File: src/rtl/ifu_pkg.sv
// Shared definitions for the instruction fetch unit.
// Holds the address/instruction widths, the reset PC, the buffer and
// in-flight sizing, the counter widths derived from them, and the entry
// type stored in the instruction buffer.
package ifu_pkg;

  localparam int XLEN = 64;
  localparam int ILEN = 32;
  localparam logic [XLEN-1:0] RESET_PC = 64'h8000_0000;

  // Instruction buffer entries (power of two, >= 1).
  localparam int FIFO_DEPTH = 2;
  // Maximum accepted-but-unanswered memory requests.
  localparam int MAX_OUTSTANDING = 2;

  // Width of a counter that must hold values 0..n inclusive.
  function automatic int cnt_width(input int n);
    return $clog2(n + 1);
  endfunction

  localparam int FIFO_CNT_W = cnt_width(FIFO_DEPTH);
  localparam int OUT_CNT_W  = cnt_width(MAX_OUTSTANDING);

  typedef struct packed {
    logic [ILEN-1:0] inst;
    logic [XLEN-1:0] pc;
  } fetch_entry_t;

endpackage

File: src/rtl/ifu_fetch_fifo.sv
// sync_fifo: small synchronous FIFO with flush and occupancy count.
// Ports:
//   clk, rst_n   clock and synchronous active-low reset (clears storage too,
//                so rdata reads zero straight out of reset)
//   flush        drop all entries this cycle (wins over push/pop)
//   push, wdata  write an entry; ignored when full unless a pop frees a slot
//   pop          remove the head entry; ignored when empty
//   rdata        head entry (show-ahead)
//   count        number of stored entries, 0..DEPTH
module sync_fifo #(
  parameter int WIDTH = 8,
  parameter int DEPTH = 2,
  parameter int CW    = $clog2(DEPTH + 1)
) (
  input  logic             clk,
  input  logic             rst_n,
  input  logic             flush,
  input  logic             push,
  input  logic [WIDTH-1:0] wdata,
  input  logic             pop,
  output logic [WIDTH-1:0] rdata,
  output logic [CW-1:0]    count
);

  localparam int PW = (DEPTH > 1) ? $clog2(DEPTH) : 1;

  logic [WIDTH-1:0] mem [DEPTH];
  logic [PW-1:0]    wr_ptr;
  logic [PW-1:0]    rd_ptr;
  logic             full;
  logic             empty;
  logic             do_push;
  logic             do_pop;

  function automatic logic [PW-1:0] bump(input logic [PW-1:0] p);
    return (p == PW'(DEPTH - 1)) ? '0 : p + PW'(1);
  endfunction

  assign full    = (count == CW'(DEPTH));
  assign empty   = (count == '0);
  assign do_pop  = pop && !empty;
  assign do_push = push && (!full || do_pop);
  assign rdata   = mem[rd_ptr];

  always_ff @(posedge clk) begin
    if (!rst_n) begin
      wr_ptr <= '0;
      rd_ptr <= '0;
      count  <= '0;
      for (int i = 0; i < DEPTH; i++) mem[i] <= '0;
    end else if (flush) begin
      wr_ptr <= '0;
      rd_ptr <= '0;
      count  <= '0;
    end else begin
      if (do_push) begin
        mem[wr_ptr] <= wdata;
        wr_ptr      <= bump(wr_ptr);
      end
      if (do_pop) rd_ptr <= bump(rd_ptr);
      count <= count + CW'(do_push) - CW'(do_pop);
    end
  end

endmodule

File: src/rtl/ifu_fetch.sv
// ifu_fetch: instruction fetch stage feeding the execute core.
// Owns the fetch PC, issues word reads to instruction memory, buffers the
// returned words with their PCs and hands them to the core. A redirect
// flushes the buffer and marks every in-flight fetch as stale.
// Ports:
//   clk, rst_n                          clock, synchronous active-low reset
//   imem_req_valid/ready/addr           fetch request (word-aligned address)
//   imem_resp_valid/data                in-order response, always accepted
//   redirect_valid/redirect_pc          one-cycle redirect to a new target
//   inst_valid/ready, inst, inst_pc     instruction handed to the core
//
// Handshakes: a request transfers on a rising edge where imem_req_valid and
// imem_req_ready are both high; an instruction transfers on an edge where
// inst_valid and inst_ready are both high. imem_req_valid comes from a
// register and never depends combinationally on any input. Responses have
// no ready: a response with nothing outstanding is ignored.
module ifu_fetch
  import ifu_pkg::*;
(
  input  logic            clk,
  input  logic            rst_n,
  output logic            imem_req_valid,
  input  logic            imem_req_ready,
  output logic [XLEN-1:0] imem_req_addr,
  input  logic            imem_resp_valid,
  input  logic [ILEN-1:0] imem_resp_data,
  input  logic            redirect_valid,
  input  logic [XLEN-1:0] redirect_pc,
  output logic            inst_valid,
  input  logic            inst_ready,
  output logic [ILEN-1:0] inst,
  output logic [XLEN-1:0] inst_pc
);

  localparam int SUM_W = ((FIFO_CNT_W > OUT_CNT_W) ? FIFO_CNT_W : OUT_CNT_W) + 1;
  localparam logic [XLEN-1:0] WORD_MASK = ~XLEN'(3);

  logic [XLEN-1:0]       fetch_pc;
  logic [XLEN-1:0]       fetch_pc_next;
  logic [OUT_CNT_W-1:0]  outstanding;
  logic [OUT_CNT_W-1:0]  outstanding_next;
  logic [OUT_CNT_W-1:0]  drop_count;
  logic [OUT_CNT_W-1:0]  drop_count_next;
  logic [FIFO_CNT_W-1:0] fifo_count;
  logic [FIFO_CNT_W-1:0] fifo_count_next;
  logic                  req_valid_q;
  logic                  req_valid_next;
  logic                  req_fire;
  logic                  resp_fire;
  logic                  resp_keep;
  logic                  inst_pop;
  logic [XLEN-1:0]       inflight_pc;
  fetch_entry_t          push_entry;
  fetch_entry_t          head_entry;

  assign req_fire  = req_valid_q && imem_req_ready;
  assign resp_fire = imem_resp_valid && (outstanding != '0);
  // A response is stale if older redirects still owe drops, or if it lands
  // in the redirect cycle itself.
  assign resp_keep = resp_fire && !redirect_valid && (drop_count == '0);
  assign inst_pop  = inst_valid && inst_ready && !redirect_valid;

  assign push_entry.inst = imem_resp_data;
  assign push_entry.pc   = inflight_pc;

  // In-flight PC queue: one entry per accepted request, popped by every
  // response (stale or not). Its occupancy is the outstanding count.
  sync_fifo #(
    .WIDTH (XLEN),
    .DEPTH (MAX_OUTSTANDING),
    .CW    (OUT_CNT_W)
  ) u_pc_queue (
    .clk   (clk),
    .rst_n (rst_n),
    .flush (1'b0),
    .push  (req_fire),
    .wdata (fetch_pc),
    .pop   (resp_fire),
    .rdata (inflight_pc),
    .count (outstanding)
  );

  sync_fifo #(
    .WIDTH ($bits(fetch_entry_t)),
    .DEPTH (FIFO_DEPTH),
    .CW    (FIFO_CNT_W)
  ) u_inst_fifo (
    .clk   (clk),
    .rst_n (rst_n),
    .flush (redirect_valid),
    .push  (resp_keep),
    .wdata (push_entry),
    .pop   (inst_pop),
    .rdata (head_entry),
    .count (fifo_count)
  );

  always_comb begin
    outstanding_next = outstanding + OUT_CNT_W'(req_fire) - OUT_CNT_W'(resp_fire);
    fifo_count_next  = fifo_count + FIFO_CNT_W'(resp_keep) - FIFO_CNT_W'(inst_pop);
    drop_count_next  = drop_count;
    fetch_pc_next    = fetch_pc;

    if (req_fire) fetch_pc_next = fetch_pc + XLEN'(4);

    if (redirect_valid) begin
      fetch_pc_next   = redirect_pc & WORD_MASK;
      fifo_count_next = '0;
      // Everything still in flight after this edge, including a request
      // firing right now, belongs to the old path. drop_count never exceeds
      // outstanding, so the in-flight total is the new stale count.
      drop_count_next = outstanding_next;
    end else if (resp_fire && (drop_count != '0)) begin
      drop_count_next = drop_count - OUT_CNT_W'(1);
    end

    // Credit is evaluated on the post-edge state so the request valid can
    // be registered and still reflect the state it is presented with.
    req_valid_next = ((SUM_W'(outstanding_next) + SUM_W'(fifo_count_next)) < SUM_W'(FIFO_DEPTH))
                     && (outstanding_next < OUT_CNT_W'(MAX_OUTSTANDING));
  end

  always_ff @(posedge clk) begin
    if (!rst_n) begin
      fetch_pc    <= RESET_PC;
      drop_count  <= '0;
      req_valid_q <= 1'b0;
    end else begin
      fetch_pc    <= fetch_pc_next;
      drop_count  <= drop_count_next;
      req_valid_q <= req_valid_next;
    end
  end

  assign imem_req_valid = req_valid_q;
  assign imem_req_addr  = fetch_pc & WORD_MASK;
  assign inst_valid     = (fifo_count != '0);
  assign inst           = head_entry.inst;
  assign inst_pc        = head_entry.pc;

endmodule
File: config.mk
export PLATFORM = sky130hd
export DESIGN_NAME = ifu_fetch
export DESIGN_NICKNAME = d
export VERILOG_FILES = /design/src/rtl/ifu_pkg.sv /design/src/rtl/ifu_fetch_fifo.sv /design/src/rtl/ifu_fetch.sv
export SDC_FILE = /design/constraint.sdc
export NUM_CORES = 1
export LEC_CHECK = 0
export BUFFER_PORTS_ARGS = -buffer_cell sky130_fd_sc_hd__buf_4
export CORE_ASPECT_RATIO = 1.75
export CORE_MARGIN = 2
export CORE_UTILIZATION = 58
export DETAILED_ROUTE_END_ITERATION = 12
export GPL_TIMING_DRIVEN = 0
export HOLD_SLACK_MARGIN = 0.02
export PLACE_DENSITY_LB_ADDON = 0.3
export SYNTH_ARGS = -nofsm -noshare
export SYNTH_HDL_FRONTEND = slang
export SYNTH_HIERARCHICAL = 1
export SYNTH_SLANG_ARGS = --single-unit
File: constraint.sdc
create_clock -name clk -period 6.33 [get_ports clk]
set_input_delay 0.9495 -clock clk [delete_from_list [all_inputs] [get_ports clk]]
set_output_delay 0.9495 -clock clk [all_outputs]
set_load 0.01 [all_outputs]
==> impl_metrics.yaml <==
placement:
  place_area_um2: 21000
  place_hpwl_um: 33500
  dp_slack_ns: 1.35
  globalplace.congestion: 0.964
  port_buffers: 259
timing:
  finalMaxSlewViolations: 0
  worst_pin_slew_ns: 1.15
  setup_viol: 0
  rsz0062_at_grt: "no"
  finalWorstSetupSlack_ns: 1.79
  finalCritPeriodShare: 0.717
  slew_headroom: 0.229
  period_needed_ns: 4.54
  skew_ns: 0.0134
  fmax_mhz: 220
  hold_violations: 0
logic_synthesis:
  yosysMostFrequentCell: "edfxtp_1"
  yosys_warnings: 6
  ys_seq_area_frac: 0.603
  syn_area_per_cell_um2: 12.8
  yosys.area.top_type: "edfxtp_1"
  synthTopCellsByArea: "edfxtp_1 52%, and2_1 10%, mux2_2 10%"
  synth_edf_count: 320
  ys_ff_latch: 395
  async_flop_share: 0
  netlist_area_um2: 18400
  ys.flop_type: "edfxtp_1"
  synthDistinctLibCells: 55
  synth_top_area_share: 0.521
  synthCells: 1438
  synth.top_cells.by_count: "320 x edfxtp_1, 294 x and2_1, 163 x mux2_2"
global_route:
  grt_pass1_wl_um: 69300
  grt_pass1_vias: 12647
  grt_antenna_before_repair: 0
  track_usage: 0.270
  overflow: 0
  grt_max_degree: 69
final_layout:
  multi_input_area_um2: 6780
  nNetsFinal: 1857
  area_delta_synth_final_pct: 19.8
  fillers: 2282
  final_cell_area_um2: 22100
  diodes: 0
  final-seq-area_um2: 11100
  final_layout_size_suffix_gt1_frac: 0.313
  post-route-util: 0.703
critical_path:
  critPathKind: "input port to flop"
  crit_arrival_ns: 4.73
  crit_start: "redirect_valid"
  start_kind: "input port"
  path_max_fanout: 68
  setup.worst_path.end_class: "flop"
  timing.rr.start: "fetch_pc[10]"
  critPathRequiredTime_ns: 6.51
power_and_ir_drop:
  finalPower_w: 0.00546
  power_density_nw_per_um2: 247
  irDropWorstVdd_v: 0.000239
  p_leak_nw: 8.69
floorplanning:
  rows: 86
  boundaryPins: 264
  start_util: 0.587
  dieHeight_um: 240
  fp.dieW_um: 139
  die-area_um2: 33300
  core-area_um2: 31400
cts:
  cts-htree-levels: 2
  tritoncts: "done"
  post-cts-setup-buffers: 0
  clk_path_buf_depth: 3
  cts_buffers: 35
  cts_resized: 0
  clock-sinks: 395
  post_cts_hold_buffer_count: 0
  ctsRootBufferMaster: "clkbuf_16"
  clk_pin_slew_ns: 0.07
  worstSkewPairLatency_ns: 0.52
drt:
  drt_iter0_markers: 712
  vias: 12367
  vias_per_cell: 5.71
  ant_nets: 0
  first_pass_iters: 7
  drc: 0
  drt_wl_total_um: 45400
  routedWlPerCell_um: 21.0
hold_path:
  hp-class: "flop to flop"
  min_from: "u_pc_queue/rd_ptr"
outcome:
  status: "complete, no violations"
run:
  drv_cap: 0
report_power, final:
group | total [W] | switching (W) | internal (W)
combinational | 0.000390 | 0.000204 | 0.000186
clock | 0.00207 | 0.000907 | 0.00117
sequential | 0.00300 | 0.0000908 | 0.00291
total | 0.00546 | 0.00120 | 0.00426
cells by family (layout without fill, tap and decap cells):
logic type,count (synthesis),in the layout,synth area share
fa+ha+maj,11,11,0.00787
simple gates,595,595,0.196
other cells,1,9,0.000203
flops,395,395,0.603
xor+xnor,38,38,0.0181
buf+inv,113,436,0.0328
compound gates,118,118,0.0404
mux,167,167,0.102
critical path, cell delays in order:
cell and delay, ns:
buf_4 0.14, clkbuf_1 0.27, inv_1 0.29, clkbuf_1 0.47, clkbuf_1 0.65, and3_1 0.35
or3b_1 0.16, and4b_1 0.22, buf_6 0.16, buf_6 0.19, nand2b_4 0.45, buf_16 0.38
worst paths after layout:
| kind | slack [ns] | cells after the start | endpoint |
|---|---|---|---|
| setup / recovery | 1.79 | 12 | u_inst_fifo/mem[0][85] |
| hold / removal | 0.53 | 2 | u_pc_queue/rd_ptr |
| setup reg to reg | 2.94 | 6 | fetch_pc[53] |
| hold reg to reg | 0.53 | 2 | u_pc_queue/rd_ptr |
through the flow:
stage,hold WS (ns),instances,TNS [ns]
6_report,0.528,2165,0
3_3_place_gp,0.495,2101,-273.69
4_1_cts,0.535,2165,0
5_1_grt,0.557,2165,0
2_1_floorplan,0.481,1446,0
3_5_place_dp,0.514,2103,0
routing by layer:
layer	global-route usage	up-vias	part of all wire
met5	0	-	0
met1	0.296	5962	0.35
met2	0.499	476	0.53
li1	-	5784	-
met4	0.162	0	0.065
met3	0.0357	145	0.053
layout by cell type, fill, tap and decap left out, types with 5 or more instances in the layout:
master / count
clkbuf_16: 35
a21oi_1: 22
nand2_1: 39
edfxtp_1: 320
and2_4: 38
xnor2_1: 28
nor4_1: 13
buf_4: 261
ha_1: 10
nor2_1: 42
buf_2: 13
mux2_2: 163
xor2_1: 10
nor3_1: 28
buf_6: 18
nor2b_1: 11
clkbuf_1: 62
and2_1: 294
clkinv_1: 6
inv_1: 18
a211oi_1: 17
nand3_1: 37
or4_1: 12
and3_1: 11
o21ai_0: 49
o211a_1: 8
conb_1: 9
nand2b_1: 6
dfxtp_1: 75
clkinv_2: 6
nor3b_1: 6
buf_1: 5
nand4_1: 25
and4_1: 14
state kept, by name, indices dropped and copies added (netlist names), named ones only:
name                cells
u_inst_fifo/rd_ptr      1
u_inst_fifo/mem       192
u_pc_queue/rd_ptr       1
u_pc_queue/mem        128
u_pc_queue/wr_ptr       1
u_pc_queue/count        2
fetch_pc               62
u_inst_fifo/wr_ptr      1
imem_req_valid          1
u_inst_fifo/count       2
drop_count              2
cell type report:
class,instances,share of cell area
Clock inverter,18,0.00765
Inverter,18,0.00306
Multi-Input combinational cell,938,0.307
Sequential cell,395,0.503
Buffer,95,0.0244
Timing Repair Buffer,261,0.0905
Clock buffer,44,0.0421
Tap cell,396,0.0224
Note: power is estimated with default switching activity, not from simulation.
